[src/rtl/multicycle_control_unit.sv]
// multicycle_control_unit: Moore sequencer for a shared-memory multi-cycle core.
// Controls are registered from the next state; only the fetch strobes see mem_ready.
module multicycle_control_unit #(
  parameter int COUNT_W = 32
) (
  input  logic               clock,
  input  logic               clear,
  input  logic [5:0]         opcode,
  input  logic [5:0]         funct,
  input  logic               mem_ready,
  output logic               pc_write,
  output logic               pc_write_cond,
  output logic               i_or_d,
  output logic               mem_read,
  output logic               mem_write,
  output logic               ir_write,
  output logic               reg_dst,
  output logic               reg_write,
  output logic               mem_to_reg,
  output logic               alu_src_a,
  output logic [1:0]         alu_src_b,
  output logic               imm_ext,
  output logic [2:0]         alu_op,
  output logic [1:0]         pc_source,
  output logic [3:0]         state,
  output logic               halted,
  output logic [COUNT_W-1:0] instr_count
);

  typedef enum logic [3:0] {
    S_FETCH     = 4'd0,
    S_DECODE    = 4'd1,
    S_MEM_ADDR  = 4'd2,
    S_MEM_READ  = 4'd3,
    S_MEM_WB    = 4'd4,
    S_MEM_WRITE = 4'd5,
    S_R_EXEC    = 4'd6,
    S_R_WB      = 4'd7,
    S_BRANCH    = 4'd8,
    S_IMM_EXEC  = 4'd9,
    S_IMM_WB    = 4'd10,
    S_JUMP      = 4'd11,
    S_HALT      = 4'd12
  } state_t;

  localparam logic [5:0] OP_RTYPE = 6'h00;
  localparam logic [5:0] OP_J     = 6'h02;
  localparam logic [5:0] OP_BEQ   = 6'h04;
  localparam logic [5:0] OP_ADDI  = 6'h08;
  localparam logic [5:0] OP_ORI   = 6'h0D;
  localparam logic [5:0] OP_LW    = 6'h23;
  localparam logic [5:0] OP_SW    = 6'h2B;

  localparam logic [2:0] ALU_AND = 3'b000;
  localparam logic [2:0] ALU_OR  = 3'b001;
  localparam logic [2:0] ALU_ADD = 3'b010;
  localparam logic [2:0] ALU_SUB = 3'b110;
  localparam logic [2:0] ALU_SLT = 3'b111;

  typedef struct packed {
    logic       fetch;
    logic       pc_write;
    logic       pc_write_cond;
    logic       i_or_d;
    logic       mem_read;
    logic       mem_write;
    logic       reg_dst;
    logic       reg_write;
    logic       mem_to_reg;
    logic       alu_src_a;
    logic [1:0] alu_src_b;
    logic       imm_ext;
    logic [2:0] alu_op;
    logic [1:0] pc_source;
    logic       halted;
  } ctrl_t;

  state_t             r_state;
  state_t             w_next;
  ctrl_t              r_ctl;
  ctrl_t              w_ctl;
  logic [5:0]         r_opcode;
  logic [5:0]         r_funct;
  logic [COUNT_W-1:0] r_count;
  logic [5:0]         w_op;
  logic [5:0]         w_fn;
  logic [2:0]         w_r_alu;
  logic               w_r_ok;
  logic               w_fetch_done;
  logic               w_retire;

  // IR fields are live in DECODE and frozen copies afterwards
  assign w_op = (r_state == S_DECODE) ? opcode : r_opcode;
  assign w_fn = (r_state == S_DECODE) ? funct : r_funct;

  // r_ctl.fetch stays low until the first edge after clear
  assign w_fetch_done = r_ctl.fetch & mem_ready;
  assign w_retire = (w_next == S_FETCH) && (r_state != S_FETCH);

  always_comb begin
    w_r_ok  = 1'b1;
    w_r_alu = ALU_AND;
    case (w_fn)
      6'h20:   w_r_alu = ALU_ADD;
      6'h22:   w_r_alu = ALU_SUB;
      6'h24:   w_r_alu = ALU_AND;
      6'h25:   w_r_alu = ALU_OR;
      6'h2A:   w_r_alu = ALU_SLT;
      default: w_r_ok  = 1'b0;
    endcase
  end

  always_comb begin
    w_next = r_state;
    case (r_state)
      S_FETCH:
        if (w_fetch_done) w_next = S_DECODE;
      S_DECODE:
        case (opcode)
          OP_LW, OP_SW:    w_next = S_MEM_ADDR;
          OP_RTYPE:        w_next = S_R_EXEC;
          OP_BEQ:          w_next = S_BRANCH;
          OP_ADDI, OP_ORI: w_next = S_IMM_EXEC;
          OP_J:            w_next = S_JUMP;
          default:         w_next = S_HALT;
        endcase
      S_MEM_ADDR:
        w_next = (r_opcode == OP_LW) ? S_MEM_READ : S_MEM_WRITE;
      S_MEM_READ:
        if (mem_ready) w_next = S_MEM_WB;
      S_MEM_WRITE:
        if (mem_ready) w_next = S_FETCH;
      S_R_EXEC:
        w_next = w_r_ok ? S_R_WB : S_HALT;
      S_IMM_EXEC:
        w_next = S_IMM_WB;
      S_MEM_WB, S_R_WB, S_BRANCH, S_IMM_WB, S_JUMP:
        w_next = S_FETCH;
      default:
        w_next = S_HALT;
    endcase
  end

  always_comb begin
    w_ctl = '0;
    case (w_next)
      S_FETCH: begin
        w_ctl.fetch     = 1'b1;
        w_ctl.mem_read  = 1'b1;
        w_ctl.alu_src_b = 2'd1;
        w_ctl.alu_op    = ALU_ADD;
      end
      S_DECODE: begin
        w_ctl.alu_src_b = 2'd3;
        w_ctl.alu_op    = ALU_ADD;
      end
      S_MEM_ADDR: begin
        w_ctl.alu_src_a = 1'b1;
        w_ctl.alu_src_b = 2'd2;
        w_ctl.alu_op    = ALU_ADD;
      end
      S_MEM_READ: begin
        w_ctl.mem_read = 1'b1;
        w_ctl.i_or_d   = 1'b1;
      end
      S_MEM_WRITE: begin
        w_ctl.mem_write = 1'b1;
        w_ctl.i_or_d    = 1'b1;
      end
      S_MEM_WB: begin
        w_ctl.reg_write  = 1'b1;
        w_ctl.mem_to_reg = 1'b1;
      end
      S_R_EXEC: begin
        w_ctl.alu_src_a = 1'b1;
        w_ctl.alu_op    = w_r_alu;
      end
      S_R_WB: begin
        w_ctl.reg_write = 1'b1;
        w_ctl.reg_dst   = 1'b1;
      end
      S_BRANCH: begin
        w_ctl.alu_src_a     = 1'b1;
        w_ctl.alu_op        = ALU_SUB;
        w_ctl.pc_write_cond = 1'b1;
        w_ctl.pc_source     = 2'd1;
      end
      S_IMM_EXEC: begin
        w_ctl.alu_src_a = 1'b1;
        w_ctl.alu_src_b = 2'd2;
        w_ctl.imm_ext   = (w_op == OP_ORI);
        w_ctl.alu_op    = (w_op == OP_ORI) ? ALU_OR : ALU_ADD;
      end
      S_IMM_WB: begin
        w_ctl.reg_write = 1'b1;
        w_ctl.imm_ext   = (w_op == OP_ORI);
        w_ctl.alu_op    = (w_op == OP_ORI) ? ALU_OR : ALU_ADD;
      end
      S_JUMP: begin
        w_ctl.pc_write  = 1'b1;
        w_ctl.pc_source = 2'd2;
      end
      S_HALT:
        w_ctl.halted = 1'b1;
      default: ;
    endcase
  end

  always_ff @(posedge clock or posedge clear) begin
    if (clear) begin
      r_state  <= S_FETCH;
      r_ctl    <= '0;
      r_opcode <= '0;
      r_funct  <= '0;
      r_count  <= '0;
    end else begin
      r_state <= w_next;
      r_ctl   <= w_ctl;
      if (r_state == S_DECODE) begin
        r_opcode <= opcode;
        r_funct  <= funct;
      end
      if (w_retire) r_count <= r_count + COUNT_W'(1);
    end
  end

  assign pc_write      = r_ctl.pc_write | w_fetch_done;
  assign pc_write_cond = r_ctl.pc_write_cond;
  assign i_or_d        = r_ctl.i_or_d;
  assign mem_read      = r_ctl.mem_read;
  assign mem_write     = r_ctl.mem_write;
  assign ir_write      = w_fetch_done;
  assign reg_dst       = r_ctl.reg_dst;
  assign reg_write     = r_ctl.reg_write;
  assign mem_to_reg    = r_ctl.mem_to_reg;
  assign alu_src_a     = r_ctl.alu_src_a;
  assign alu_src_b     = r_ctl.alu_src_b;
  assign imm_ext       = r_ctl.imm_ext;
  assign alu_op        = r_ctl.alu_op;
  assign pc_source     = r_ctl.pc_source;
  assign state         = r_state;
  assign halted        = r_ctl.halted;
  assign instr_count   = r_count;

endmodule

[config.mk]
export PLATFORM = sky130hd
export DESIGN_NAME = multicycle_control_unit
export DESIGN_NICKNAME = d
export VERILOG_FILES = /design/src/rtl/multicycle_control_unit.sv
export SDC_FILE = /design/constraint.sdc
export NUM_CORES = 1
export LEC_CHECK = 0
export CORE_ASPECT_RATIO = 1.2
export CORE_MARGIN = 1.5
export CORE_UTILIZATION = 50
export CTS_CLUSTER_SIZE = 12
export DETAILED_ROUTE_END_ITERATION = 8
export PLACE_DENSITY = 0.78
export SLEW_MARGIN = 20
export SYNTH_ARGS = -nofsm -noshare
export SYNTH_HDL_FRONTEND = slang
export SYNTH_SLANG_ARGS = --single-unit
[constraint.sdc]
create_clock -name clock -period 7.1 [get_ports clock]
set_input_delay 0.71 -clock clock [delete_from_list [all_inputs] [get_ports clock]]
set_output_delay 0.71 -clock clock [all_outputs]
set_load 0.1 [all_outputs]
== Word level (Yosys, flattened, before mapping) ==
Cells that the tools add are included.
Widths: inputs -> output; s select.

* Bits in registers: 67
* Input bits: 15
* Output and inout bits: 55

* Add/subtract/negate cells: 1
* Equal/unequal tests: 36
* Muxes and demuxes: 27
* Bitwise gates (word level): 2
* Reduce and logical (&&, ||, !) cells: 16

{| class="wikitable"
|+ Operators with widths
! cell !! count
|-
| $eq 6x6->1 const B || 8
|-
| $eq 4x4->1 const B || 9
|-
| $add 32x1->32 const B || 1
|-
| $eq 4x3->1 const B || 8
|-
| $pmux 4 s8 || 1
|-
| $pmux 3 s4 || 2
|-
| $pmux 4 s5 || 1
|-
| $eq 6x4->1 const B || 3
|-
| $eq 4x2->1 const B || 4
|-
| $mux 4 || 4
|-
| $mux 1 || 13
|-
| $mux 6 || 2
|-
| $reduce_or 2->1 || 6
|-
| $reduce_or 5->1 || 2
|-
| $eq 4x1->1 const B || 2
|-
| $logic_not 4->1 || 2
|-
| $eq 6x2->1 const B || 1
|-
| $eq 6x3->1 const B || 1
|-
| $logic_not 6->1 || 1
|-
| $pmux 2 s3 || 1
|-
| $reduce_or 3->1 || 2
|-
| $pmux 2 s2 || 1
|-
| $reduce_bool 4->1 || 1
|-
| $reduce_or 4->1 || 1
|-
| other kinds (5) || 5
|}

== Logic depth before layout (Yosys ltp) ==
Gate-level depths: netlist of the first run.

* Word-level depth: 10
* Gate-level depth with buffers: 8
* Gate-level depth less buffers: 7

== Worst setup path after synthesis of the first run ==
No wires, ideal clock.

* Kind: reg-to-reg
* From: reg r_state[1], in the netlist state[1]
* To: reg r_count[5], in the netlist instr_count[5]
* Setup time: 0.160 ns
* Arrival: 2.772 ns
* Required time: 6.940 ns
* Setup slack: 4.168 ns
* Stages on the path, launching flop included: 9
* Path buffers: 2
* Path through: dfrtp_1 -> buf_1 -> mux2_2 -> a21oi_1 -> o32ai_1 -> nor2_2 -> clkbuf_1 -> nand3_1 -> xnor2_1

* Cells in the longest elaborated chain, start to end: 9
* Elaborated cells between the ends (all ways): 29

{| class="wikitable"
|+ RTL lines
! item !! line !! RTL
|-
| start: declaration || 78 || <nowiki>state_t r_state;</nowiki>
|-
| start signal: assignment || 217 || <nowiki>r_state <= w_next;</nowiki>
|-
| $eq 4x1->1 || 94, 115 ||
|-
| $mux 6 || n/a ||
|-
| $eq 6x6->1 || 103 || <nowiki>case (w_fn)</nowiki>
|-
| $reduce_or 5->1 (no line) || n/a ||
|-
| $mux 1 || 103 ||
|-
| $mux 4 || 134 || <nowiki>w_next = w_r_ok ? S_R_WB : S_HALT;</nowiki>
|-
| $pmux 4 s8 || 115 || <nowiki>case (r_state)</nowiki>
|-
| $logic_not 4->1 || 98 || <nowiki>assign w_retire = (w_next == S_FETCH) && (r_state != S_FETCH);</nowiki>
|-
| $logic_and 1x1->1 * || 98 ||
|-
| end signal: assignment || 223 || <nowiki>if (w_retire) r_count <= r_count + COUNT_W'(1);</nowiki>
|-
| end: declaration || 84 || <nowiki>logic [COUNT_W-1:0] r_count;</nowiki>
|}

Mark *: on every way between the ends. The rest lies on a longest branch, timed or not.
A chain may end at the register's enable or synchronous reset.

== Worst setup path after layout of the first run ==
* From: in mem_ready
* To: out pc_write

* Cells in the longest elaborated chain, start to end: 2

{| class="wikitable"
|+ RTL lines
! item !! line !! RTL
|-
| start: declaration || 10 || <nowiki>input logic mem_ready,</nowiki>
|-
| $and 1x1->1 || 97 || <nowiki>assign w_fetch_done = r_ctl.fetch & mem_ready;</nowiki>
|-
| $or 1x1->1 || 227 || <nowiki>assign pc_write = r_ctl.pc_write | w_fetch_done;</nowiki>
|-
| end: declaration || 11 || <nowiki>output logic pc_write,</nowiki>
|}

Every way passes these cells.

==> results of run 1 <==
==> layout make-up <==
| type | count | area share [%] |
|---|---|---|
| multi-input cells | 252 | 36.69 |
| inverters | 12 | 1.014 |
| well taps | 87 | 2.451 |
| clock inverters | 4 | 2.705 |
| flip-flops and latches | 66 | 37.19 |
| repair buffers | 73 | 16.23 |
| clock buffers | 12 | 3.719 |
==> power groups by stage <==
stage | clock network, mW | registers, mW | logic (mW)
finish | 0.442 | 0.376 | 0.0253
global route | 0.465 | 0.376 | 0.0284
CTS | 0.449 | 0.376 | 0.0259
detailed placement | 0 | 0.383 | 0.0257
global placement | 0 | 0.383 | 0.0249
floorplan | 0 | 0.383 | 0.0125
==> final timing paths <==
path / start / to / slack [ps] / cells after the start
setup / recovery: mem_ready / pc_write / 3610 / 4
hold / removal: r_funct[4] / r_funct[4] / 470 / 2
setup reg to reg: state[2] / instr_count[1] / 4070 / 7
hold reg to reg: r_funct[4] / r_funct[4] / 470 / 2
max in group asynchronous: clear / r_opcode[0] / 5640 / 3
min in group asynchronous: clear / i_or_d / 900 / 3
==> worst reg2reg max path, delay by kind of cell, from the launching register on <==
family,cells,cell delay (ps)
simple gates,4,1480
mux,1,330
flops,1,580
compound gates,1,280
buf+inv,1,250
==> per-layer routing <==
layer | routed length (µm) | up-vias | GRT usage, %
met5 | 0 | - | 0
met4 | 147 | 0 | 8.480
met3 | 423 | 13 | 4.951
met2 | 3874 | 93 | 37.68
met1 | 3384 | 1370 | 29.06
li1 | - | 1363 | -
==> cell usage after synthesis (all sizes together) (2+ instances only) <==
| master | number |
|---|---|
| dfrtp | 66 |
| nand2 | 47 |
| xnor2 | 32 |
| nand3 | 25 |
| nand4 | 21 |
| nor2 | 20 |
| nor3 | 16 |
| buf | 15 |
| inv | 12 |
| a21oi | 8 |
| and3 | 8 |
| clkbuf | 8 |
| mux2 | 6 |
| nor2b | 6 |
| and2 | 5 |
| nor4 | 5 |
| nand2b | 4 |
| nor4b | 4 |
| o21ai | 3 |
| o22ai | 3 |
| or2 | 3 |
| or3 | 3 |
| a2111oi | 2 |
| a211o | 2 |
| and4 | 2 |
| nand4bb | 2 |
| nor3b | 2 |
| o31ai | 2 |
| or4b | 2 |
==> cells by family after synthesis <==
kind of cell | Yosys count | synth area share, %
buffers and inverters | 35 | 5.513
AOI/OAI and AO/OA | 31 | 6.920
DFF | 66 | 47.57
and+or+nand+nor | 181 | 29.33
adders and majority gates | 1 | 0.3603
muxes | 7 | 2.234
xor gates and xnor gates | 32 | 8.072
==> per-stage QoR <==
step	power [mW]	cell area, µm²	hold WS, ps	util [%]
after CTS	0.8506	4441	473.8	65.58
after floorplan	0.3959	3472	436.9	-
after detailed placement	0.4091	4155	457.9	61.36
final	0.8438	4441	471.5	65.58
after global placement	0.4083	4155	448.7	61.36
after global routing	0.8693	4441	480.1	65.58
==> results.tsv, run 1 <==
stage	metric	value	unit
status	status	finished, final reports clean	
final_layout	sequential cell area	1652	µm²
pwr	Gate power share	3.0	%
die	die area	7455	µm²
synthesis	Synth Net Count	369	
detailed_routing	WL per Instance	15.47	µm
timing	setup TNS	0	ps
worst_setup_path	worst path bufs/invs	2	
detailed_routing	DR iter-0 viols	176	
final_layout	layout cells sized above 1	9.785	%
timing	Slew Viols, Final	0	
worst_setup_path	CP arrival	2780	ps
synthesis	Synth Register Bits	66	
synthesis	Yosys Warn Count	0	
cts	CTS max path bufs	2	
timing	worst slew pin tran	994.6	ps
detailed_routing	Residual DRC	0	
hold_path	worst hold path type	register to register	
cts	Worst-Skew Late Latency	340	ps
synthesis	commonest register cell after synthesis	dfrtp_1	
pwr	Peak VDD IR	135.3	µV
timing	Worst Skew	5.475	ps
timing	period utilization	49.15	%
cts	Clock Sinks	66	
final_layout	commonest non-fill, non-tap cell in the layout	clkdlybuf4s50_1	
placement	routability cong.	0.8474	
grt	GR Overflow Total	0	
cts	Post-CTS Setup Bufs	0	
timing	min cycle time layout	3490	ps
synthesis	EDFF count, synth	0	
worst_setup_path	CP dominant cell by count	clkdlybuf4s50_1	
worst_setup_path	kind of cell adding the most delay to the critical path	buffers and inverters	
die	Rows	33	
grt	Total Routing Usage GR	22.74	%
placement	DPL Wire Length	5477	µm
placement	dpl cells	490	
synthesis	cells after synthesis	353	
final_layout	Post-Layout Cell Count	506	
die	Chip Height	94.29	µm
worst_setup_path	CP Class	primary input to output port	
detailed_routing	Total Wirelength	7830	µm
final_layout	n_diodes	0	
synthesis	Avg Cell Area, Syn	9.836	µm²
placement	port buffer count	69	
die	# IOs	70	
pwr	Clk pwr share	52.4	%
placement	worst slack, placed	3492	ps
timing	Worst slew margin	33.49	%
timing	Hold Vio Cnt, Final	0	
die	Initial Utilization	51.27	%
worst_setup_path	Max FO, Critical Path	6	
synthesis	Synth area leaders	dfrtp_1, xnor2_1, nand2_1	
cts	clk root buf	clkbuf_8	
cts	H-tree levels	3	
detailed_routing	vias post-DR	2839	
cts	post-CTS sizing	0	
detailed_routing	post-route ant nets	0	
grt	largest net degree at the start of global routing	67	
pwr	Power Density	190.0	nW/µm²
grt	initial antenna violation count	0	
synthesis	area leader, netlist	dfrtp_1	
synthesis	Yosys top cell area share	47.57	%
detailed_routing	First-pass DRT Iterations	4	
grt	first-pass GRT wire length	13030	µm
worst_setup_path	Worst setup EP type	output port	
grt	number of global-route vias before repair	2740	
job	Max Cap Viol	0	
final_layout	area of the multi-input gates	1629	µm²
pwr	switching power total	0.1599	mW
timing	final setup fails	0	
synthesis	Netlist Area Pre-Place	3472	µm²
cts	Clock Pin Slew Worst Setup and Hold Paths	70	ps
final_layout	fillers	548	
worst_setup_path	CP cell instances	clkdlybuf4s50_1, and2_1, or2_2, clkdlybuf4s50_1	
die	Die W	79.07	µm
worst_setup_path	Critical Path Slowest Stage Cell	clkdlybuf4s50_1	
pwr	Lkg Pwr	1.807	nW
worst_setup_path	required time worst endpoint	6390	ps
cts	CTS buffer count	9	
synthesis	Post-synth ARST share	100.0	%
pwr	Net Sw Frac	18.95	%
cts	CTS tree	done	
worst_setup_path	Worst path max stage delay	1120	ps
worst_setup_path	Setup crit start kind	primary input	
pwr	Int Pwr	0.6839	mW
final_layout	final-stage net count	430	
pwr	Flop pwr share	44.6	%
timing	Max Freq	0.2866	GHz
cts	hold buffers post-CTS	0	
synthesis	post-synth cell types	62	
final_layout	highest-count cells in the layout ignoring fill and taps	clkdlybuf4s50_1, dfrtp_1, nand2_1	
final_layout	max reg flops	32	
detailed_routing	via/cell ratio	5.611	
die	Core Area	6771	µm²
timing	Worst Setup Slack, final	3610	ps
timing	RSZ-0062 raised after global routing	no	
final_layout	Synth-to-Final Area Change	27.89	%
synthesis	Seq/Total Area, Yosys	47.57	%
Note: power is estimated with default switching activity, not from simulation.
==> run 2, diff against run 1 <==
- CORE_UTILIZATION: 50 -> 47
- PLACE_DENSITY: 0.78 -> 0.77
- clock period: 7.1 -> 2.81 ns (I/O delays scaled with it)
==> run 2 against run 1 <==
  * Count of clock-buffer cells in the layout unchanged
  * Total power increased by 130%
  * Final cell count increased by 4.5%
  * Hold slack got worse by 98 ps
  * Worst setup slack got worse by 3400 ps
  * Sequential cell count unchanged
  * Non-clock buffer count increased by 20
  * Global-route usage about the same
  * Critical endpoint is now alu_src_b[1]
==> results.tsv, run 2 (synthesis gave the netlist of run 1 again) <==
stage	metric	value	unit	change
status	status	finished, final reports clean		
die	Core Area	7189	µm²	+6.2%
timing	Hold Vio Cnt, Final	0		unchanged
worst_setup_path	Worst setup EP type	register		
worst_setup_path	Setup crit start kind	register		
worst_setup_path	worst path bufs/invs	0		-2
die	Die W	81.46	µm	+3.0%
pwr	Power Density	439.7	nW/µm²	+130%
detailed_routing	First-pass DRT Iterations	4		unchanged
cts	Clock Sinks	66		unchanged
cts	Clock Pin Slew Worst Setup and Hold Paths	70	ps	about the same
worst_setup_path	Critical Path Slowest Stage Cell	or4b_1		
pwr	Lkg Pwr	1.985	nW	+9.8%
cts	CTS buffer count	9		unchanged
detailed_routing	DR iter-0 viols	232		+32%
final_layout	Synth-to-Final Area Change	27.24	%	
timing	final setup fails	0		unchanged
detailed_routing	Residual DRC	0		unchanged
detailed_routing	vias post-DR	2912		+2.6%
timing	hold_ws	373.6	ps	-97.87 ps
die	Rows	34		+3.0%
detailed_routing	Total Wirelength	8388	µm	+7.1%
pwr	total power	1.943	mW	+130%
placement	port buffer count	69		unchanged
cts	Post-CTS Setup Bufs	0		unchanged
timing	Worst Skew	6.227	ps	+0.7524 ps
cts	hold buffers post-CTS	0		unchanged
grt	GR Overflow Total	0		unchanged
detailed_routing	via/cell ratio	5.505		-1.9%
timing	RSZ-0062 raised after global routing	no		
final_layout	max reg flops	32		unchanged
timing	worst slew pin tran	725.9	ps	-268.7 ps
die	Chip Height	97.16	µm	+3.0%
worst_setup_path	Worst path max stage delay	680	ps	-440 ps
timing	Max Freq	0.3780	GHz	
final_layout	Final Util	61.45	%	-4.1 points
final_layout	layout cells sized above 1	27.11	%	+17 points
worst_setup_path	CP Class	register to register		
detailed_routing	WL per Instance	15.86	µm	+2.5%
final_layout	fillers	634		+16%
pwr	Peak VDD IR	260.7	µV	+93%
grt	first-pass GRT wire length	13840	µm	+6.2%
cts	CTS tree	done		
worst_setup_path	CP cell instances	or4b_1, a2111oi_0, a211o_1, nor2b_1, or3_1, a21oi_1		
final_layout	n_diodes	0		unchanged
die	# IOs	70		unchanged
cts	clk root buf	clkbuf_8		
final_layout	commonest non-fill, non-tap cell in the layout	buf_4		
timing	period utilization	94.15	%	
job	Max Cap Viol	0		unchanged
cts	CTS max path bufs	2		unchanged
hold_path	worst hold path type	primary input to asynchronous set/reset pin		
grt	Total Routing Usage GR	22.72	%	about the same
cts	post-CTS sizing	0		unchanged
final_layout	final-stage net count	450		+4.7%
placement	routability cong.	0.8755		+3.3%
timing	min cycle time layout	2646	ps	
timing	setup TNS	0	ps	unchanged
die	die area	7914	µm²	+6.2%
grt	largest net degree at the start of global routing	35		-48%
worst_setup_path	required time worst endpoint	3080	ps	-3310 ps
placement	DPL Wire Length	6023	µm	+10%
timing	Worst slew margin	51.54	%	+18 points
grt	number of global-route vias before repair	2882		+5.2%
die	Initial Utilization	48.29	%	-3.0 points
final_layout	highest-count cells in the layout ignoring fill and taps	buf_4, dfrtp_1, nand2_1		
cts	H-tree levels	3		unchanged
timing	Slew Viols, Final	0		unchanged
worst_setup_path	Max FO, Critical Path	7		+1
detailed_routing	post-route ant nets	0		unchanged
cts	Worst-Skew Late Latency	350	ps	about the same
grt	initial antenna violation count	0		unchanged
worst_setup_path	kind of cell adding the most delay to the critical path	simple AND/OR/NAND/NOR gates		
worst_setup_path	CP arrival	2920	ps	+140 ps
[run 2: final timing paths]
path | slack [ps] | cells past startpoint | start | to
worst max-delay path | 160 | 6 | state[2] | alu_src_b[1]
worst min-delay path | 370 | 2 | clear | mem_read
worst max register to register | 160 | 6 | state[2] | alu_src_b[1]
worst min register to register | 470 | 2 | r_opcode[4] | r_opcode[4]
max in group asynchronous | 1690 | 3 | clear | instr_count[20]
min in group clock | 470 | 2 | r_opcode[4] | r_opcode[4]
[run 2: report_power, final]
part           switching (mW)  total [mW]  internal (mW)
registers            0.000316       0.950          0.950
clock network           0.372       0.921          0.549
logic                  0.0405      0.0713         0.0308
[run 2: per-layer routing]
| layer | GRT usage (%) | vias to the layer above | part of all wire, % | routed length (µm) |
|---|---|---|---|---|
| met4 | 8.621 | 0 | 2.0 | 168 |
| li1 | - | 1401 | - | - |
| met2 | 36.94 | 90 | 51 | 4268 |
| met1 | 29.28 | 1403 | 42 | 3523 |
| met3 | 4.695 | 18 | 5.1 | 427 |
| met5 | 0 | - | 0 | 0 |
[run 2: per-stage QoR]
step	setup WS, ps	cells	cell area, µm²
finish	164.3	529	4418
global route	93.64	529	4418
CTS	181.1	529	4418
detailed placement	27.59	513	4189
global placement	14.94	513	4189
floorplan	133.8	353	3477
[run 2: area by class of cell]
cell class                 count  area (µm²)  area share, %
inverter                      12       45.04          1.020
timing repair buffer          93       745.7          16.88
sequential                    66        1657          37.50
tap                           90       112.6          2.549
clock buffer                  12       155.1          3.512
multi-input combinational    252        1629          36.87
clock inverter                 4       73.82          1.671
==> run 3, diff against run 2 <==
- CAP_MARGIN: not set -> 10
- CORE_UTILIZATION: 47 -> 43
- PLACE_DENSITY: 0.77 -> 0.71
- SKIP_LAST_GASP: not set -> 1
==> run 3 against run 2 <==
  * Combinational power is 1% lower
  * Sequential power hardly changed
  * The flow now finishes with violations (design-rule violations)
  * Final cell count is 0.19% higher
  * Register-to-register slack better by 60 ps
  * Die area is 9.0% higher
  * Sequential cell count stayed put
  * Via count is 0.58% higher
==> results.tsv, run 3 (synthesis gave the netlist of run 1 again) <==
stage	metric	value	unit	change
job	Max Cap Viol	0		unchanged
worst_setup_path	required time worst endpoint	3080	ps	about the same
timing	min cycle time layout	2584	ps	-61.74 ps
timing	worst slew pin tran	571.9	ps	-153.9 ps
placement	routability cong.	0.8924		+1.9%
cts	Clock Pin Slew Worst Setup and Hold Paths	80	ps	about the same
detailed_routing	WL per Instance	15.42	µm	-2.8%
timing	Worst Skew	12.17	ps	+5.946 ps
timing	final setup fails	0		unchanged
die	# IOs	70		unchanged
status	status	complete, but fails checks		
detailed_routing	via/cell ratio	5.526		+0.39%
grt	first-pass GRT wire length	13740	µm	-0.70%
timing	setup TNS	0	ps	unchanged
final_layout	commonest non-fill, non-tap cell in the layout	buf_4		
pwr	Power Density	436.6	nW/µm²	-0.70%
cts	Post-CTS Setup Bufs	0		unchanged
timing	Worst slew margin	61.82	%	+10 points
grt	Total Routing Usage GR	20.18	%	-2.5 points
die	Core Area	7751	µm²	+7.8%
worst_setup_path	Setup crit start kind	register		
die	Rows	35		+2.9%
grt	initial antenna violation count	0		unchanged
final_layout	Post-Layout Cell Count	530		+0.19%
timing	period utilization	91.96	%	-2.2 points
cts	CTS max path bufs	2		unchanged
cts	clk root buf	clkbuf_8		
placement	worst slack, placed	16.18	ps	-11.41 ps
detailed_routing	DR iter-0 viols	128		-45%
die	Initial Utilization	44.79	%	-3.5 points
final_layout	highest-count cells in the layout ignoring fill and taps	buf_4, dfrtp_1, nand2_1		
timing	Hold Vio Cnt, Final	0		unchanged
worst_setup_path	CP arrival	2860	ps	-60 ps
placement	DPL Wire Length	6013	µm	-0.16%
worst_setup_path	Worst path max stage delay	610	ps	-70 ps
die	Chip Height	101.4	µm	+4.4%
final_layout	Final Util	56.92	%	-4.5 points
cts	CTS buffer count	9		unchanged
detailed_routing	First-pass DRT Iterations	6		+2
cts	post-CTS sizing	0		unchanged
cts	CTS tree	done		
final_layout	n_diodes	0		unchanged
timing	RSZ-0062 raised after global routing	no		
final_layout	layout cells sized above 1	27.17	%	+0.062 points
final_layout	Synth-to-Final Area Change	27.06	%	
detailed_routing	post-route ant nets	0		unchanged
worst_setup_path	CP Class	register to register		
grt	largest net degree at the start of global routing	29		-17%
final_layout	fillers	714		+13%
status	violated checks	design-rule violations		
die	die area	8625	µm²	+9.0%
timing	Max Freq	0.3870	GHz	+2.4%
placement	dpl cells	514		+0.19%
placement	port buffer count	69		unchanged
detailed_routing	vias post-DR	2929		+0.58%
final_layout	max reg flops	32		unchanged
pwr	Peak VDD IR	289.5	µV	+11%
cts	Clock Sinks	66		unchanged
worst_setup_path	Max FO, Critical Path	14		+7
cts	hold buffers post-CTS	0		unchanged
detailed_routing	Total Wirelength	8172	µm	-2.6%
pwr	Lkg Pwr	1.975	nW	-0.48%
worst_setup_path	Worst setup EP type	register		
cts	H-tree levels	3		unchanged
timing	Slew Viols, Final	0		unchanged
final_layout	final-stage net count	449		-0.22%
grt	number of global-route vias before repair	2812		-2.4%
worst_setup_path	CP cell instances	or4b_1, a2111oi_0, a211o_1, nor2b_1, or3_1, a21oi_1		
die	Die W	85.03	µm	+4.4%
worst_setup_path	Critical Path Slowest Stage Cell	or4b_1		
cts	Worst-Skew Late Latency	350	ps	about the same
grt	GR Overflow Total	0		unchanged
hold_path	worst hold path type	primary input to asynchronous set/reset pin		
timing	Worst Setup Slack, final	226.0	ps	+61.74 ps
detailed_routing	Residual DRC	3		+3
run 3: power by group:
part | internal, mW | total (mW) | switching [mW]
Sequential | 0.950 | 0.950 | 0.000308
Combinational | 0.0307 | 0.0706 | 0.0398
Clock | 0.525 | 0.906 | 0.381
Total | 1.51 | 1.93 | 0.421
run 3: layout make-up:
type / instances / area [µm²] / share of cell area, %
clock buffer: 10 / 137.6 / 3.120
tap: 92 / 115.1 / 2.609
timing repair buffer: 92 / 738.2 / 16.73
clock inverter: 6 / 90.09 / 2.042
inverter: 12 / 45.04 / 1.021
multi-input combinational: 252 / 1629 / 36.93
sequential: 66 / 1657 / 37.55
run 3: per-stage QoR:
stage	hold slack (ps)	total power, mW	cell area (µm²)
floorplan	386.4	1.000	3477
global placement	451.5	1.039	4184
detailed placement	463.6	1.040	4184
CTS	315.1	1.949	4412
global route	366.9	2.011	4412
finish	302.6	1.926	4412
run 3: metal layers:
layer  GRT usage, %  wire, µm  vias up
li1               -         -     1398
met1          25.30      3473     1431
met2          34.13      4097       86
met3          4.645       458       14
met4          7.566       143        0
met5              0         0        -
run 3: worst paths after layout:
path                                 start              end  slack (ps)  cells after the start
max                               state[0]     alu_src_b[1]         230                      6
max reg2reg                       state[0]     alu_src_b[1]         230                      6
min in group clock         instr_count[31]  instr_count[31]         480                      1
min reg2reg                instr_count[31]  instr_count[31]         480                      1
max in group asynchronous            clear  instr_count[26]        1800                      3
min                                  clear     alu_src_b[1]         300                      2
run 3: worst max-delay path, delay by kind of cell, from the launching register on:
kind	cells	cell delay, ps
and+or+nand+nor	3	1140
DFF	1	510
AOI/OAI and AO/OA	3	860
